## src/rtl/mem_access_51.sv

```systemverilog
// -----------------------------------------------------------------------------
// mem_access_51 -- load/store unit between a pipeline request port and a
// single-port, word-organised data memory (combinational read, one write port).
//
// Requests are byte addressed. Sub-word stores are done as read-modify-write,
// so the other bytes of the word keep their values.
//
// Parameter
//   ADDR_LIMIT      highest valid word index of the attached memory
//
// Ports
//   clk_51          clock, rising edge
//   rst_n_51        synchronous active-low reset
//   req_valid_51    request present           req_ready_51  accepting (IDLE only)
//   req_we_51       1 store / 0 load          req_size_51   00 B, 01 H, 10 W, 11 illegal
//   req_signed_51   sign-extend load result   req_addr_51   byte address
//   req_wdata_51    store data, right-justified
//   rsp_valid_51    one-cycle completion      rsp_rdata_51  load result (0 otherwise)
//   rsp_err_51      request rejected
//   waddr_51/wdata_51/write_51   memory write port
//   raddr_51/rdata_51            memory read port
//
// Build option
//   MEM_ACCESS_51_ERR_EN  when defined, misaligned, size-11 and out-of-range
//                         requests complete straight away with rsp_err_51 = 1
//                         and no memory access. When undefined, rsp_err_51 is
//                         0, low address bits below the access size are
//                         ignored and size 11 behaves as a word.
// -----------------------------------------------------------------------------
module mem_access_51 #(
    parameter int unsigned ADDR_LIMIT = 2000
) (
    input  logic        clk_51,
    input  logic        rst_n_51,
    input  logic        req_valid_51,
    output logic        req_ready_51,
    input  logic        req_we_51,
    input  logic [1:0]  req_size_51,
    input  logic        req_signed_51,
    input  logic [31:0] req_addr_51,
    input  logic [31:0] req_wdata_51,
    output logic        rsp_valid_51,
    output logic [31:0] rsp_rdata_51,
    output logic        rsp_err_51,
    output logic [31:0] waddr_51,
    output logic [31:0] wdata_51,
    output logic        write_51,
    output logic [31:0] raddr_51,
    input  logic [31:0] rdata_51
);

    typedef enum logic [1:0] {IDLE, READ, WRITE, RESP} state_t;

    state_t      state;
    logic [1:0]  size_q;      // normalised size: 00 byte, 01 half, 10 word
    logic [1:0]  lane_q;      // byte lane of the access, already aligned to size
    logic        signed_q;
    logic        we_q;
    logic [31:0] wdata_q;

    logic [31:0] req_index;
    logic [1:0]  req_size_eff;
    logic [1:0]  req_lane_eff;
    logic        req_err;
    logic [4:0]  shamt;
    logic [31:0] shifted;
    logic [31:0] lane_mask;
    logic [31:0] load_data;
    logic [31:0] merge_data;

    // NOTE: every signal driven here gets a value on every path (defaults
    // first, or full case coverage), otherwise synthesis infers latches.
    always_comb begin
        req_index    = {2'b00, req_addr_51[31:2]};
        req_size_eff = (req_size_51 == 2'b11) ? 2'b10 : req_size_51;

        // Address bits below the access size do not select anything.
        case (req_size_eff)
            2'b00:   req_lane_eff = req_addr_51[1:0];
            2'b01:   req_lane_eff = {req_addr_51[1], 1'b0};
            default: req_lane_eff = 2'b00;
        endcase

        req_err = 1'b0;
`ifdef MEM_ACCESS_51_ERR_EN
        req_err = (req_size_51 == 2'b11)
               || (req_size_51 == 2'b01 && req_addr_51[0])
               || (req_size_51 == 2'b10 && req_addr_51[1:0] != 2'b00)
               || (req_index > ADDR_LIMIT);
`endif

        // Lane extraction for loads and lane merge for sub-word stores both
        // work on the word currently returned by the memory.
        shamt   = {lane_q, 3'b000};
        shifted = rdata_51 >> shamt;
        case (size_q)
            2'b00: begin
                load_data = {{24{signed_q & shifted[7]}}, shifted[7:0]};
                lane_mask = 32'h0000_00FF << shamt;
            end
            2'b01: begin
                load_data = {{16{signed_q & shifted[15]}}, shifted[15:0]};
                lane_mask = 32'h0000_FFFF << shamt;
            end
            default: begin
                load_data = shifted;
                lane_mask = 32'hFFFF_FFFF;
            end
        endcase
        merge_data = (rdata_51 & ~lane_mask) | ((wdata_q << shamt) & lane_mask);
    end

    // NOTE: state and outputs use non-blocking assignments so every register
    // updates from values sampled at the same clock edge.
    always_ff @(posedge clk_51) begin
        if (!rst_n_51) begin
            // NOTE: the captured request fields are cleared too; they are only
            // consulted after a fresh capture, but a known value keeps the
            // merge/extract datapath free of X after reset.
            state        <= IDLE;
            req_ready_51 <= 1'b1;
            rsp_valid_51 <= 1'b0;
            rsp_err_51   <= 1'b0;
            rsp_rdata_51 <= 32'h0;
            write_51     <= 1'b0;
            waddr_51     <= 32'h0;
            wdata_51     <= 32'h0;
            raddr_51     <= 32'h0;
            size_q       <= 2'b00;
            lane_q       <= 2'b00;
            signed_q     <= 1'b0;
            we_q         <= 1'b0;
            wdata_q      <= 32'h0;
        end else begin
            case (state)
                IDLE: begin
                    if (req_valid_51 && req_ready_51) begin
                        req_ready_51 <= 1'b0;
                        size_q       <= req_size_eff;
                        lane_q       <= req_lane_eff;
                        signed_q     <= req_signed_51;
                        we_q         <= req_we_51;
                        wdata_q      <= req_wdata_51;
                        if (req_err) begin
                            state        <= RESP;
                            rsp_valid_51 <= 1'b1;
                            rsp_err_51   <= 1'b1;
                            rsp_rdata_51 <= 32'h0;
                        end else if (req_we_51 && req_size_eff[1]) begin
                            // Full-word store needs no old data.
                            state    <= WRITE;
                            raddr_51 <= req_index;
                            write_51 <= 1'b1;
                            waddr_51 <= req_index;
                            wdata_51 <= req_wdata_51;
                        end else begin
                            state    <= READ;
                            raddr_51 <= req_index;
                        end
                    end
                end
                READ: begin
                    if (we_q) begin
                        state    <= WRITE;
                        write_51 <= 1'b1;
                        waddr_51 <= raddr_51;
                        wdata_51 <= merge_data;
                    end else begin
                        state        <= RESP;
                        rsp_valid_51 <= 1'b1;
                        rsp_rdata_51 <= load_data;
                    end
                end
                WRITE: begin
                    state        <= RESP;
                    write_51     <= 1'b0;
                    rsp_valid_51 <= 1'b1;
                    rsp_rdata_51 <= 32'h0;
                end
                RESP: begin
                    state        <= IDLE;
                    req_ready_51 <= 1'b1;
                    rsp_valid_51 <= 1'b0;
                    rsp_err_51   <= 1'b0;
                    rsp_rdata_51 <= 32'h0;
                    raddr_51     <= 32'h0;
                end
                default: begin
                    state        <= IDLE;
                    req_ready_51 <= 1'b1;
                    rsp_valid_51 <= 1'b0;
                    rsp_err_51   <= 1'b0;
                    write_51     <= 1'b0;
                    raddr_51     <= 32'h0;
                end
            endcase
        end
    end

endmodule

```

## config.mk

```make
export PLATFORM = sky130hd
export DESIGN_NAME = mem_access_51
export DESIGN_NICKNAME = d
export VERILOG_FILES = /design/src/rtl/mem_access_51.sv
export SDC_FILE = /design/constraint.sdc
export NUM_CORES = 1
export LEC_CHECK = 0
export CORE_MARGIN = 2
export CORE_UTILIZATION = 49
export CTS_BUF_LIST = sky130_fd_sc_hd__clkbuf_8
export DETAILED_ROUTE_END_ITERATION = 7
export PLACE_DENSITY = 0.9
export SLEW_MARGIN = 5
export SYNTH_ARGS = -nofsm -noshare
export SYNTH_HDL_FRONTEND = slang
export SYNTH_SLANG_ARGS = --single-unit
```

## constraint.sdc

```tcl
create_clock -name clk_51 -period 2.4 [get_ports clk_51]
set_input_delay 0.36 -clock clk_51 [delete_from_list [all_inputs] [get_ports clk_51]]
set_output_delay 0.36 -clock clk_51 [all_outputs]
set_load 0.005 [all_outputs]
```

==> impl_metrics.csv, run 1 <==
group,metric,value,unit
run_status,status,"complete, no violations",
setup_path,cp_data_arrival_time,2.67,ns
clock_tree,cts_tree,"done",
routing,met2_length,11900,um
sta,slew_headroom,47.4,%
setup_path,critPathCaptureType,"flip-flop",
worst_hold_path,hp-class,"in -> reg",
routing,top_layer_used,"met4",
die,dieArea,17600,um^2
clock_tree,cts-root-buf,"clkbuf_8",
clock_tree,hold_buffers,0,
grt,grt_overflow_total,0,
setup_path,crit_required,2.79,ns
grt,grt_pass1_wl,40000,um
die,rows,47,
die,fp.dieW,133,um
worst_hold_path,worstHoldEndpoint,"wdata_q[5]",
sta,rsz0062_at_grt,"no",
sta,setup_viol,0,
finish,final_layout_size_suffix_gt1_share,8.16,%
routing,drtPass1Iterations,5,
die,io_pins,235,
setup_path,regToRegEndpoint,"waddr_51[11]",
routing,drtAntennaViolNets,0,
clock_tree,path_clk_slew,0.10,ns
routing,drc,0,
finish,nets,1222,
place,port_buffers,229,
place,gp_congestion,0.960,
setup_path,cp-start-kind,"flip-flop",
setup_path,path_class,"reg -> reg",
setup_path,startpoint,"state[1]",
logic_synthesis,synth_top_area_cell,"dfxtp_1",
setup_path,rrSetupSlack,0.12,ns
routing,routed-via-count,8076,
logic_synthesis,synth_seq_area_share,41.2,%
setup_path,rr_startpoint,"state[1]",
logic_synthesis,yosysMostFrequentCell,"dfxtp_1",
die,start_util,49.5,%
grt,antenna_found_initial,0,
pwr,leakagePower,3.74,nW
clock_tree,clk_latency,0.48,ns
die,die_h,133,um
grt,grt_pass1_vias,7361,
sta,tightest_slew,0.790,ns
run,max-cap-violations,0,
routing,wl_met3,3150,um
sta,holdWs,0.452,ns
logic_synthesis,synth.area.top_cells,"dfxtp_1 41%, a22oi_1 5.7%, mux2i_1 5.7%, nand2_1 5.1%, nor2_1 4.6%",
setup_path,rr_worst_depth,8,
sta,setup_ws,0.122,ns
pwr,p_per_area,1010,nW/um^2
logic_synthesis,syn_area_per_cell,8.70,um^2
grt,track_usage,28.7,%
worst_hold_path,hold_depth,3,
place,post_dp_cell_area,10500,um^2
place,dp_slack,-0.0527,ns
finish,n_antenna_cell,0,
clock_tree,clock_path_buffers,2,
logic_synthesis,synthFlopType,"dfxtp_1",
die,design.core.area,16400,um^2
logic_synthesis,synth.top_cell.area_share,41.2,%
logic_synthesis,syn_inst,934,
sta,min_period_over_period,94.9,%
routing,wl_met1,10200,um
worst_hold_path,hp-start,"req_wdata_51[5]",
sta,slew_viol_final,0,
routing,drt_iter0_drc,901,
pwr,max-vdd-ir-drop,0.574,mV
routing,wl_per_cell,19.4,um
sta,clock-skew-final,0.0163,ns
routing,routed_via_density,6.00,
place,hpwl,18500,um
logic_synthesis,synthesis.area,8120,um^2
sta,fmax,0.439,GHz
sta,hold_viol,0,
logic_synthesis,yosys_warnings,0,
logic_synthesis,synth_commonest_cells,"167 x dfxtp_1, 111 x nand2_1, 99 x nor2_1, 64 x a21oi_1, 62 x a22oi_1",
sta,fin_crit,2.28,ns
finish,area_growth,34.6,%
logic_synthesis,synth-seq-cells,167,
grt,grt_max_degree,77,
finish,finish.instance_area,10900,um^2
logic_synthesis,synth_edf_count,0,
clock_tree,clock_sinks,167,
clock_tree,cts-buffers-inserted,17,
setup_path,path_max_fanout,38,
logic_synthesis,async_flop_share,0,%
clock_tree,h-tree-depth,4,
clock_tree,cts_setup_buffers,0,
routing,drt-total-wl,26100,um
logic_synthesis,yosysUniqueCellTypes,54,
repair_timing:
item                                    CTS  global route
gates cloned                              0             1
resized for setup                         1             2
endpoints found under the setup margin   26             1
worst max-delay path, cell delays in order, from the launching register on:
cell and delay (ns):
dfxtp_1 0.40, inv_1 0.12, ha_2 0.27, a21boi_0 0.18, buf_4 0.19, a211oi_4 0.37, clkbuf_16 0.31, nor2_1 0.08
a211oi_1 0.25
per-stage QoR:
step / TNS (ns) / total power, mW / utilization [%] / std cells
2_1_floorplan: 0 / 6.71 / - / 938
3_5_place_dp: -0.0747 / 8.76 / 63.9 / 1314
5_1_grt: 0 / 11.7 / 66.7 / 1347
4_1_cts: 0 / 11.0 / 66.5 / 1346
6_report: 0 / 11.1 / 66.7 / 1347
3_3_place_gp: 0 / 8.62 / 63.9 / 1314
layout by cell type, fill, tap and decap left out, types with 16 or more instances in the layout:
cell             count
a21oi_1             64
a32o_1              16
a211oi_1            32
clkbuf_8            17
a22oi_1             62
mux4_2              16
dfxtp_1            165
inv_1               28
o211ai_1            24
nor2_1              97
nand2_1            111
buf_4               20
mux2i_1             46
clkdlybuf4s50_1    229
o21ai_0             41
worst max-delay path by stage:
stage / to / slack (ns)
2_1_floorplan: wdata_51[15] / 0.50
3_3_place_gp: raddr_51[12] / 0.07
3_5_place_dp: raddr_51[22] / -0.05
4_1_cts: waddr_51[11] / 0.08
5_1_grt: waddr_51[11] / 0.04
6_report: waddr_51[11] / 0.12
registers in the layout, summed over array words and instances, names as in the netlist, 2 cells and up:
name / cells
waddr_51: 30
wdata_q: 32
rsp_rdata_51: 32
state: 2
wdata_51: 32
raddr_51: 30
lane_q: 2
size_q: 2
kinds of logic after synthesis:
family | after synthesis | share of synthesized area, %
compound gates | 298 | 25.6
simple gates | 274 | 14.8
flops | 167 | 41.2
buf+inv | 127 | 7.47
mux | 62 | 10.1
fa+ha+maj | 5 | 0.770
other cells | 1 | 0.0462
metal layers:
layer | global-route usage (%) | vias up
li1 | - | 3717
met2 | 44.2 | 507
met5 | 0 | -
met4 | 11.8 | 0
met3 | 9.96 | 64
met1 | 36.8 | 3788
cell type report:
| class | instances | area, um^2 |
|---|---|---|
| flip-flops and latches | 167 | 3350 |
| fillers | 1233 | 5470 |
| clock inverters | 15 | 189 |
| inverters | 29 | 110 |
| well taps | 220 | 275 |
| repair buffers | 255 | 2560 |
| clock buffers | 17 | 234 |
| multi-input cells | 644 | 4220 |
report_power, final:
part           switching, mW  leakage, nW  internal (mW)
registers              0.476         1.36           3.44
clock network           1.16        0.213           1.06
logic                   2.60         2.16           2.35
total                   4.23         3.74           6.84
Power figures use the tool's default switching activity.
==> run 2: changes to the inputs <==
- CORE_MARGIN: 2 -> unset
==> impl_metrics.csv, run 2 (same netlist as run 1, synthesis figures left out) <==
group,metric,value,unit
setup_path,rr_startpoint,"state[0]",
run_status,status,"complete, no violations",
pwr,combinationalPowerShare,44.5,%
place,port_buffers,229,
die,dieArea,17100,um^2
pwr,switching_share,38.2,%
grt,grt_max_degree,77,
setup_path,cp_slowest_cell,"dfxtp_1",
clock_tree,hold_buffers,0,
sta,slew_viol_final,0,
setup_path,rrSetupSlack,0.17,ns
die,rows,46,
clock_tree,postCtsResizedCells,0,
routing,routed_via_density,6.00,
worst_hold_path,worstHoldEndpoint,"lane_q[0]",
grt,grt_overflow_total,0,
setup_path,crit_chain,"inv_1 > ha_2 > a21boi_0 > buf_4 > a211oi_4 > clkbuf_16 > nor2_1 > a211oi_1",
finish,nets,1225,
setup_path,path_max_fanout,38,
finish,multi_input_area,4220,um^2
pwr,total_power,11.1,mW
run,max-cap-violations,0,
clock_tree,path_clk_slew,0.10,ns
pwr,power_frac_clock,20.2,%
die,fp.dieW,131,um
finish,fillers,1193,
finish,final_layout_size_suffix_gt1_share,8.41,%
finish,n_antenna_cell,0,
sta,fin_crit,2.23,ns
sta,fmax,0.449,GHz
die,die_h,131,um
grt,antenna_found_initial,1,
setup_path,path_class,"reg -> reg",
clock_tree,clock_sinks,167,
pwr,power.switching,4.24,mW
sta,clock-skew-final,0.0153,ns
sta,hold_viol,0,
setup_path,crit_family,"compound AO/OA/AOI/OAI gates",
routing,drtAntennaViolNets,0,
pwr,pwr-share-seq,35.2,%
routing,routed-via-count,8078,
clock_tree,cts_setup_buffers,0,
sta,min_period_over_period,92.9,%
clock_tree,clk_latency,0.47,ns
die,io_pins,235,
place,hpwl,18500,um
worst_hold_path,hold_depth,3,
pwr,leakagePower,3.77,nW
finish,layout_commonest_cell,"clkdlybuf4s50_1",
routing,drt_iter0_drc,845,
die,design.core.area,16100,um^2
finish,largestRegisters,"rsp_rdata_51 (32), wdata_51 (32), wdata_q (32)",
pwr,intPower,6.87,mW
pwr,max-vdd-ir-drop,0.662,mV
setup_path,cp_data_arrival_time,2.61,ns
routing,wl_per_cell,19.5,um
routing,drtPass1Iterations,6,
sta,tightest_slew,0.809,ns
sta,tns,0,ns
finish,area_growth,35.3,%
setup_path,regToRegEndpoint,"waddr_51[27]",
worst_hold_path,hp-start,"req_addr_51[0]",
setup_path,rr_worst_depth,8,
routing,drc,0,
setup_path,critPathMaxStageDelay,0.44,ns
sta,holdWs,0.454,ns
sta,setup_viol,0,
setup_path,critPathCaptureType,"flip-flop",
clock_tree,h-tree-depth,4,
clock_tree,cts_tree,"done",
sta,rsz0062_at_grt,"no",
clock_tree,cts-buffers-inserted,17,
setup_path,crit_required,2.79,ns
place,gp_congestion,0.931,
die,start_util,50.6,%
finish,regArea,3350,um^2
clock_tree,cts-root-buf,"clkbuf_8",
worst_hold_path,hp-class,"in -> reg",
setup_path,worst-path-buf-inv,3,
grt,grt_pass1_vias,7434,
grt,grt_pass1_wl,39600,um
sta,slew_headroom,46.0,%
setup_path,cp-start-kind,"flip-flop",
clock_tree,clock_path_buffers,2,
pwr,p_per_area,1010,nW/um^2
routing,drt-total-wl,26200,um
finish,layout_common_cells,"229 x clkdlybuf4s50_1, 165 x dfxtp_1, 111 x nand2_1",
grt,track_usage,30.5,%
run 2: cell count changes in the layout (fill, tap and decap cells not counted), sizes merged:
| cell | change |
|---|---|
| buf | +3 |
| clkinvlp | +1 |
| clkinv | -3 |
| inv | +2 |
run 2: how the worst max path moves through the flow:
stage | startpoint | to | slack [ns] | depth (start not counted)
2_1_floorplan | state[0] | wdata_51[15] | 0.50 | 8
3_3_place_gp | state[0] | waddr_51[15] | 0.26 | 8
3_5_place_dp | state[0] | waddr_51[13] | 0.13 | 8
4_1_cts | state[0] | waddr_51[27] | 0.12 | 8
5_1_grt | state[0] | waddr_51[22] | 0.01 | 8
6_report | state[0] | waddr_51[27] | 0.17 | 8
run 2: final cells by class:
class	count	share of cell area [%]
clock inverters	15	1.88
well taps	216	2.46
multi-input cells	644	38.4
inverters	29	1.00
flip-flops and latches	167	30.5
repair buffers	258	23.7
clock buffers	17	2.13
run 2: power by group through the flow:
stage | Sequential, mW | Clock [mW] | Combinational, mW
global route | 3.99 | 2.39 | 5.36
global placement | 3.93 | 0 | 4.71
finish | 3.92 | 2.25 | 4.94
CTS | 3.91 | 2.27 | 4.87
detailed placement | 3.96 | 0 | 4.82
floorplan | 3.89 | 0 | 2.81
run 2: routing by layer:
layer	up-vias	global-route usage [%]	routed length, um
li1	3719	-	-
met5	-	0	11
met2	481	49.0	12100
met1	3817	37.7	10200
met4	2	12.0	721
met3	59	10.3	3180
run 2: metrics by stage:
stage	cell area [um^2]	cells	util, %	setup WS [ns]
floorplan	8140	938	-	0.497
global placement	10500	1313	65.6	0.259
detailed placement	10500	1313	65.6	0.128
CTS	11000	1345	68.3	0.123
global route	11000	1346	68.4	0.0100
finish	11000	1346	68.4	0.171
run 2: worst min-delay path: stages:
cell and delay (ns):
clkdlybuf4s50_1 0.40, nand3_1 0.06, a21oi_1 0.06
==> run 3: changes to the inputs <==
- CORE_UTILIZATION: 49 -> 60
- DONT_BUFFER_PORTS: unset -> 1
- PLACE_DENSITY: 0.9 -> 0.84
==> impl_metrics.csv, run 3 (same netlist as run 1, synthesis figures left out) <==
group,metric,value,unit
run_status,status,"complete, no violations",
clock_tree,cts-root-buf,"clkbuf_8",
grt,grt_pass1_wl,35000,um
setup_path,rrSetupSlack,0.21,ns
grt,grt_overflow_total,0,
routing,top_layer_used,"met4",
pwr,total_power,9.70,mW
place,dp_slack,0.195,ns
sta,clock-skew-final,0.0107,ns
finish,fillers,1104,
setup_path,cp_data_arrival_time,2.55,ns
setup_path,path_max_fanout,76,
die,fp.dieW,118,um
finish,multi_input_area,4210,um^2
routing,met2_length,10300,um
pwr,power.switching,3.80,mW
sta,hold_viol,0,
sta,setup_ws,0.208,ns
routing,drt-total-wl,22800,um
place,gp_congestion,0.923,
die,start_util,61.3,%
routing,routed_via_density,6.57,
sta,fin_crit,2.19,ns
clock_tree,cts-buffers-inserted,17,
routing,routed-via-count,7059,
sta,slew_headroom,45.9,%
pwr,max-vdd-ir-drop,0.682,mV
setup_path,crit_required,2.76,ns
pwr,switching_share,39.2,%
finish,area_growth,5.51,%
clock_tree,h-tree-depth,4,
finish,nets,994,
place,port_buffers,0,
routing,wl_per_cell,21.2,um
sta,rsz0062_at_grt,"no",
clock_tree,clock_sinks,167,
finish,layout_commonest_cell,"dfxtp_1",
sta,slew_viol_final,0,
finish,regArea,3350,um^2
finish,n_antenna_cell,0,
routing,drtAntennaViolNets,0,
sta,tightest_slew,0.811,ns
setup_path,cp-start-kind,"flip-flop",
grt,grt_max_degree,77,
die,rows,42,
pwr,leakagePower,2.88,nW
routing,drtPass1Iterations,8,
place,hpwl,16300,um
clock_tree,cts_tree,"done",
finish,largestRegisters,"rsp_rdata_51 (32), wdata_51 (32), wdata_q (32)",
worst_hold_path,hp-class,"in -> reg",
setup_path,critPathCaptureType,"flip-flop",
die,design.core.area,13200,um^2
pwr,p_per_area,1130,nW/um^2
grt,antenna_found_initial,0,
pwr,pwr-share-seq,42.2,%
clock_tree,cts_setup_buffers,0,
finish,layout_common_cells,"165 x dfxtp_1, 111 x nand2_1, 97 x nor2_1",
setup_path,path_class,"reg -> reg",
routing,drt_iter0_drc,851,
clock_tree,clk_latency,0.46,ns
grt,grt_pass1_vias,6338,
die,die_h,118,um
routing,wl_met3,2930,um
routing,drc,0,
routing,wl_met1,8730,um
sta,fmax,0.456,GHz
run,max-cap-violations,0,
sta,min_period_over_period,91.3,%
clock_tree,path_clk_slew,0.09,ns
pwr,power_frac_clock,22.0,%
sta,setup_viol,0,
place,post_dp_cell_area,8130,um^2
die,dieArea,14000,um^2
pwr,intPower,5.89,mW
clock_tree,clock_path_buffers,2,
die,io_pins,235,
finish,final_layout_size_suffix_gt1_share,9.90,%
finish,finish.instance_area,8570,um^2
pwr,combinationalPowerShare,35.8,%
grt,track_usage,32.1,%
sta,tns,0,ns
==> run 3: changes by cell type in the layout (fill, tap and decap cells not counted) <==
cell             before  now
ha_1                  3    4
inv_6                 3    4
buf_12                6    4
clkbuf_16             1    0
inv_8                 6    0
a21boi_1              0    1
dlygate4sd3_1         0    2
inv_1                28   29
a21boi_0              1    0
ha_2                  1    0
clkinvlp_4            3    6
clkbuf_8             17   18
buf_6                 1    0
clkdlybuf4s50_1     229    0
==> run 3: final timing paths <==
| path | from | to | depth (start not counted) |
|---|---|---|---|
| worst max-delay path | state[0] | waddr_51[29] | 8 |
| worst min register to register | wdata_q[27] | wdata_q[27] | 2 |
| worst min-delay path | req_wdata_51[15] | wdata_q[15] | 2 |
| worst max register to register | state[0] | waddr_51[29] | 8 |
==> run 3: per-layer routing <==
metal | track usage, % | vias to the layer above
met2 | 50.0 | 440
met5 | 0 | -
met1 | 38.6 | 3280
li1 | - | 3271
met4 | 15.1 | 0
met3 | 13.0 | 68
==> run 3: timing repair <==
action | 4_1_cts | 5_1_grt
endpoints found under the hold margin | 2 | 0
setup endpoints to repair | 0 | 1
gates resized for setup | 0 | 1
hold buffers | 2 | 0
==> run 3: power groups by stage <==
stage,Combinational [mW],Clock (mW),Sequential [mW]
6_report,3.47,2.13,4.09
3_3_place_gp,3.32,0,4.12
4_1_cts,3.46,2.16,4.08
5_1_grt,3.79,2.28,4.16
2_1_floorplan,2.81,0,3.89
3_5_place_dp,3.44,0,4.14
==> run 3: layout make-up <==
class	instances	area share, %
Multi-Input combinational cell	644	49.2
Sequential cell	167	39.1
Timing Repair Buffer	27	3.01
Clock buffer	18	2.89
Tap cell	176	2.57
Clock inverter	14	2.03
Inverter	29	1.28
==> run 3: per-stage QoR <==
stage / hold WS, ns / util [%] / cells
2_1_floorplan: 0.433 / - / 938
3_3_place_gp: 0.437 / 61.4 / 1041
3_5_place_dp: 0.442 / 61.4 / 1041
4_1_cts: 0.00136 / 64.7 / 1075
5_1_grt: 0.00152 / 64.7 / 1075
6_report: 0.0281 / 64.7 / 1075
==> run 3: worst max-delay path, stage by stage, from the launching register on <==
cell and delay (ns):
dfxtp_1 0.43, inv_1 0.12, ha_1 0.28, buf_4 0.19, nand2b_4 0.15, a211oi_4 0.27, buf_12 0.30, nor2_1 0.07
a211oi_1 0.27
==> RTL change 1: new RTL, flow settings as in run 2 <==
Build with the macro `MEM_ACCESS_51_ERR_EN` defined.
--- a/src/rtl/mem_access_51.sv
+++ b/src/rtl/mem_access_51.sv
@@ -27,6 +27,8 @@
 //                         0, low address bits below the access size are
 //                         ignored and size 11 behaves as a word.
 // -----------------------------------------------------------------------------
+`define MEM_ACCESS_51_ERR_EN
+
 module mem_access_51 #(
     parameter int unsigned ADDR_LIMIT = 2000
 ) (
Check against the original RTL: not equivalent (Yosys sat finds a counterexample within 4 cycles, from zero or initial values and one cycle with rst_n_51 low).
==> RTL change 1 against run 2 <==
- the run now ends with design-rule violations left
- setup slack worse by 1.5 ps
- via count up 7.8%
- highest routed layer is now met4
- utilization down 0.42 points
- routed wire length up 6.2%
- total power down 29%
- area after synthesis up 5.8%
- design area up 6.7%
- sequential cell count up 1
- non-clock buffer count up 35
==> RTL change 1: results (changes against run 2) <==
** Final layout
- Largest registers :: rsp_rdata_51 x32, wdata_51 x32, wdata_q x32 (unchanged)
- Number of nets at the end of the flow :: 1,331 (was 1,225)
- Final std cells w/o fill :: 1,462 (was 1,346)
- Fillers :: 1,286 (was 1,193)
- Ratio of cells with drive above 1 in the final layout :: 0.0962 (was 0.0841)

** STA
- The tightest slew margin relative to the limit is 0.447 (was 0.460).
- Worst clock skew :: 13.8 ps (was 15.3 ps)

** Drt
- The via density per instance was 5.95 (was 6.00).
- The DRC violations left was 1 (was 0).
- The number of optimization iterations in the first detailed-route pass came to 8 (was 6).
- The violation count after the first detailed-route iteration is 1,039 (was 845).
- The routed wire length came to 27,800 um (was 26,200 um).

** Pwr
- The leakage component of the power was 4.53 nW (was 3.77 nW).
- Peak supply drop :: 0.465 mV (was 0.662 mV)

** Place
- The placer's final routability congestion estimate is 0.964 (was 0.931).
- The count of buffers inserted at the top-level ports was 230 (was 229).
- The HPWL reported at the end of detailed placement came to 20,500 um (was 18,500 um).
- Placed cell count :: 1,430 (was 1,313)

** Clocking
- The number of buffers between clock root and the deepest sink came to 2 (unchanged).

** Run status
- Run status: finished, violations left (was finished, final reports clean).
- Violated checks :: design-rule violations

** Global route
- The overall track demand over capacity in global routing was 0.305 (about the same).
- The largest net degree at the start of global routing came to 74 (was 77).
- Number of global-route vias before repair :: 8,137 (was 7,434)
- The global-route wire length before repair is 43,200 um (was 39,600 um).

** Yosys
- The distinct cell type count of the synthesized netlist was 53 (was 54).
- The dominant register cell in the synthesized netlist is sky130_fd_sc_hd__dfxtp_1 (unchanged).
- Most instantiated cells after synthesis: sky130_fd_sc_hd__dfxtp_1 (168), sky130_fd_sc_hd__nand2_1 (165), sky130_fd_sc_hd__mux2i_1 (119), sky130_fd_sc_hd__a21oi_1 (68), sky130_fd_sc_hd__o21ai_0 (64) (was sky130_fd_sc_hd__dfxtp_1 (167), sky130_fd_sc_hd__nand2_1 (111), sky130_fd_sc_hd__nor2_1 (99), sky130_fd_sc_hd__a21oi_1 (64), sky130_fd_sc_hd__a22oi_1 (62)).
- Register area share after synthesis :: 0.391 (was 0.412)
- Mean area per synthesized cell :: 8.56 um2 (was 8.70 um2)
- Ranking of synthesized cells by area :: sky130_fd_sc_hd__dfxtp_1 (39%), sky130_fd_sc_hd__mux2i_1 (14%), sky130_fd_sc_hd__nand2_1 (7.2%), sky130_fd_sc_hd__a21oi_1 (4.0%), sky130_fd_sc_hd__o21ai_0 (3.7%) (was sky130_fd_sc_hd__dfxtp_1 (41%), sky130_fd_sc_hd__a22oi_1 (5.7%), sky130_fd_sc_hd__mux2i_1 (5.7%), sky130_fd_sc_hd__nand2_1 (5.1%), sky130_fd_sc_hd__nor2_1 (4.6%))

** Setup path
- The biggest fanout along the worst timing path was 39 (was 38).
- Stage delay of the slowest cell on the critical path :: 570 ps (was 440 ps)
- The slowest library cell on the worst path was sky130_fd_sc_hd__or2_2 (was sky130_fd_sc_hd__dfxtp_1).
- The data arrival time of the critical path came to 2590 ps (was 2610 ps).
[RTL change 1: path summary, 6_finish.rpt]
path	startpoint	endpoint	slack, ps	depth (start not counted)
setup / recovery	state[0]$_SDFFE_PN0P_	waddr_51[5]$_SDFFE_PN0P_	170	6
hold / removal	rst_n_51	we_q$_SDFFE_PN0P_	260	3
setup reg to reg	state[0]$_SDFFE_PN0P_	waddr_51[5]$_SDFFE_PN0P_	170	6
hold reg to reg	wdata_q[31]$_SDFFE_PN0P_	wdata_q[31]$_SDFFE_PN0P_	460	2
[RTL change 1: final cells by class]
cell class                      count  area (um2)  share of cell area
Clock inverter                     13         113             0.00960
Clock buffer                       19         262              0.0223
Timing Repair Buffer              293        2850               0.243
Inverter                           13        48.8             0.00416
Sequential cell                   168        3370               0.287
Multi-Input combinational cell    731        4810               0.410
Tap cell                          225         282              0.0240
[RTL change 1: metrics by stage]
| stage | TNS [ps] | cell area [um2] | util | worst slack [ps] |
|---|---|---|---|---|
| after floorplan | 0 | 8610 | - | 384 |
| after global placement | -20730 | 11300 | 0.658 | -337 |
| after detailed placement | -18590 | 11300 | 0.658 | -403 |
| after CTS | 0 | 11700 | 0.680 | 70.1 |
| after global routing | 0 | 11700 | 0.680 | 17.1 |
| final | 0 | 11700 | 0.680 | 169 |
[RTL change 1: power breakdown]
part | internal [mW] | switching, mW | total [mW]
combinational | 1.20 | 1.45 | 2.65
clock | 0.800 | 1.15 | 1.95
sequential | 3.01 | 0.225 | 3.24
total | 5.01 | 2.82 | 7.83
[RTL change 1: worst register-to-register path: cells and delay by family, from the launching register on]
kind,cells,cell delay (ps)
DFF,1,450
adders and majority gates,1,290
AOI/OAI and AO/OA,1,190
and+or+nand+nor,2,880
buffers and inverters,2,330
[RTL change 1: layer usage]
layer  wire length, um  vias up  global-route usage
met3              2430      109              0.0724
met4              1440        0               0.172
met5                 0        -                   0
met1             11300     4085               0.382
met2             12700      477               0.482
li1                  -     4034                   -
[RTL change 1: logic make-up after synthesis]
family          synth area share
compound gates             0.218
fa+ha+maj                0.00582
buf+inv                   0.0544
flops                      0.391
mux                        0.152
other cells             0.000436
simple gates               0.179
==> RTL change 2: new RTL, flow settings as in run 2 <==
Made on the original files. The 4 states of `state_t` get a Gray code encoding in 2 bits.
--- a/src/rtl/mem_access_51.sv
+++ b/src/rtl/mem_access_51.sv
@@ -49,7 +49,7 @@
     input  logic [31:0] rdata_51
 );
 
-    typedef enum logic [1:0] {IDLE, READ, WRITE, RESP} state_t;
+    typedef enum logic [1:0] {IDLE = 2'b00, READ = 2'b01, WRITE = 2'b11, RESP = 2'b10} state_t;
 
     state_t      state;
     logic [1:0]  size_q;      // normalised size: 00 byte, 01 half, 10 word
Function: no difference found for any inputs over 4 cycles, from zero or initial values and one cycle with rst_n_51 low; so few cycles prove little.
==> RTL change 2 against run 2 <==
- cell count is 1.1% higher
- setup slack gained 52 ps
- non-clock buffer count up 3
- area after synthesis is 0.92% higher
- sequential cell count unchanged
- via count up 5.1%
- design area down 0.64%
- routed wire length increased by 5.1%
- largest cell class unchanged
- highest routed layer is now met4
Power is not compared: it rests on default switching activity, and its combinational part moved more than twofold at a synthesized area within 25%.
==> RTL change 2: results (changes against run 2) <==
** Drt
- The violation count after the first detailed-route iteration came to 897 (was 845).
- The routed wire length came to 27,500 um (was 26,200 um).
- The number of optimization iterations in the first detailed-route pass was 5 (was 6).
- The via count of the routed design was 8,486 (was 8,078).
- The average wire per standard cell is 20.2 um (was 19.5 um).

** Run status
- Run status :: finished, final reports clean (unchanged)

** Final layout
- Ratio of cells with drive above 1 in the final layout :: 0.0795 (was 0.0841)
- Fillers :: 1,328 (was 1,193)

** Setup path
- Register-to-Register Path Depth :: 5 (was 8)
- Slowest-stage cell, CP :: sky130_fd_sc_hd__dfxtp_4 (was sky130_fd_sc_hd__dfxtp_1)
- Biggest fanout along the worst timing path :: 31 (was 38)
- FF-to-FF setup slack :: 220 ps (was 170 ps)

** Place
- Instance area after placement :: 10,500 um2 (about the same)
- The placed cell count is 1,329 (was 1,313).
- Gpl congestion :: 0.970 (was 0.931)
- The HPWL reported at the end of detailed placement is 18,900 um (was 18,500 um).

** STA
- The tightest slew margin relative to the limit was 0.506 (was 0.460).
- The worst hold-check slack was 456 ps (was 454 ps).

** Worst hold path
- The class of the tightest hold or removal check is reg -> reg (was in -> reg).
- The origin of the worst min-delay path is rsp_rdata_51[8]$_SDFFE_PN0P_ (was req_addr_51[0]).
- Hold endpoint :: rsp_rdata_51[8]$_SDFFE_PN0P_ (was lane_q[0]$_SDFFE_PN0P_)

** Yosys
- Most instantiated cells after synthesis: sky130_fd_sc_hd__nand2_1 (176), sky130_fd_sc_hd__dfxtp_1 (167), sky130_fd_sc_hd__a21oi_1 (117), sky130_fd_sc_hd__a22oi_1 (53), sky130_fd_sc_hd__nor2_1 (53) (was sky130_fd_sc_hd__dfxtp_1 (167), sky130_fd_sc_hd__nand2_1 (111), sky130_fd_sc_hd__nor2_1 (99), sky130_fd_sc_hd__a21oi_1 (64), sky130_fd_sc_hd__a22oi_1 (62)).
- The distinct cell type count of the synthesized netlist was 51 (was 54).
- Ranking of synthesized cells by area: sky130_fd_sc_hd__dfxtp_1 (41%), sky130_fd_sc_hd__nand2_1 (8.1%), sky130_fd_sc_hd__a21oi_1 (7.1%), sky130_fd_sc_hd__a22oi_1 (4.9%), sky130_fd_sc_hd__mux2i_1 (4.4%) (was sky130_fd_sc_hd__dfxtp_1 (41%), sky130_fd_sc_hd__a22oi_1 (5.7%), sky130_fd_sc_hd__mux2i_1 (5.7%), sky130_fd_sc_hd__nand2_1 (5.1%), sky130_fd_sc_hd__nor2_1 (4.6%)).

** Global route
- The initial antenna violation count came to 0 (was 1).
- The overall track demand over capacity in global routing came to 0.316 (was 0.305).
[RTL change 2: layout make-up]
class / instances / area share
flip-flops and latches: 167 / 0.307
multi-input cells: 671 / 0.390
clock inverters: 9 / 0.00917
inverters: 14 / 0.00504
diodes: 1 / 0.000229
clock buffers: 22 / 0.0277
well taps: 216 / 0.0247
repair buffers: 261 / 0.236
[RTL change 2: power by group through the flow]
| stage | clock network (mW) | registers, mW | logic [mW] |
|---|---|---|---|
| global placement | 0 | 3.22 | 1.73 |
| floorplan | 0 | 3.17 | 0.985 |
| global route | 2.22 | 3.20 | 1.92 |
| finish | 2.09 | 3.17 | 1.79 |
| CTS | 2.08 | 3.17 | 1.77 |
| detailed placement | 0 | 3.23 | 1.76 |
[RTL change 2: stage by stage]
stage,power [mW],utilization
global placement,4.94,0.652
CTS,7.01,0.677
finish,7.05,0.678
detailed placement,4.98,0.652
global route,7.34,0.677
floorplan,4.16,-
[RTL change 2: layer usage]
metal  global-route usage  vias up  wire length (um)
met3               0.0826      101              2800
li1                     -     3832                 -
met2                0.484      523             12600
met1                0.410     4030             11000
met5                    0        -                 0
met4                0.156        0              1190
[RTL change 2: worst max path at each step]
stage / endpoint / cells past startpoint / slack [ps]
2_1_floorplan: wdata_51[27]$_SDFFE_PN0P_ / 6 / 820
3_3_place_gp: waddr_51[4]$_SDFFE_PN0P_ / 6 / 90
3_5_place_dp: waddr_51[15]$_SDFFE_PN0P_ / 6 / 50
4_1_cts: rsp_rdata_51[27]$_SDFFE_PN0P_ / 5 / 270
5_1_grt: waddr_51[25]$_SDFFE_PN0P_ / 4 / 160
6_report: rsp_rdata_51[18]$_SDFFE_PN0P_ / 5 / 220
[RTL change 2: kinds of logic after synthesis]
family | Yosys count | share of synthesized area
buffers and inverters | 117 | 0.0774
other | 1 | 0.000457
muxes | 52 | 0.0893
AOI/OAI and AO/OA | 333 | 0.275
and+or+nand+nor | 280 | 0.149
xor gates and xnor gates | 1 | 0.00107
DFF | 167 | 0.408
[RTL change 2: worst reg2reg max path: stages (launching register included)]
cell                        delay, ps
sky130_fd_sc_hd__dfxtp_4          630
sky130_fd_sc_hd__buf_4            400
sky130_fd_sc_hd__nor2_1           130
sky130_fd_sc_hd__a221o_1          400
sky130_fd_sc_hd__o2111ai_2        300
sky130_fd_sc_hd__a21oi_1          160
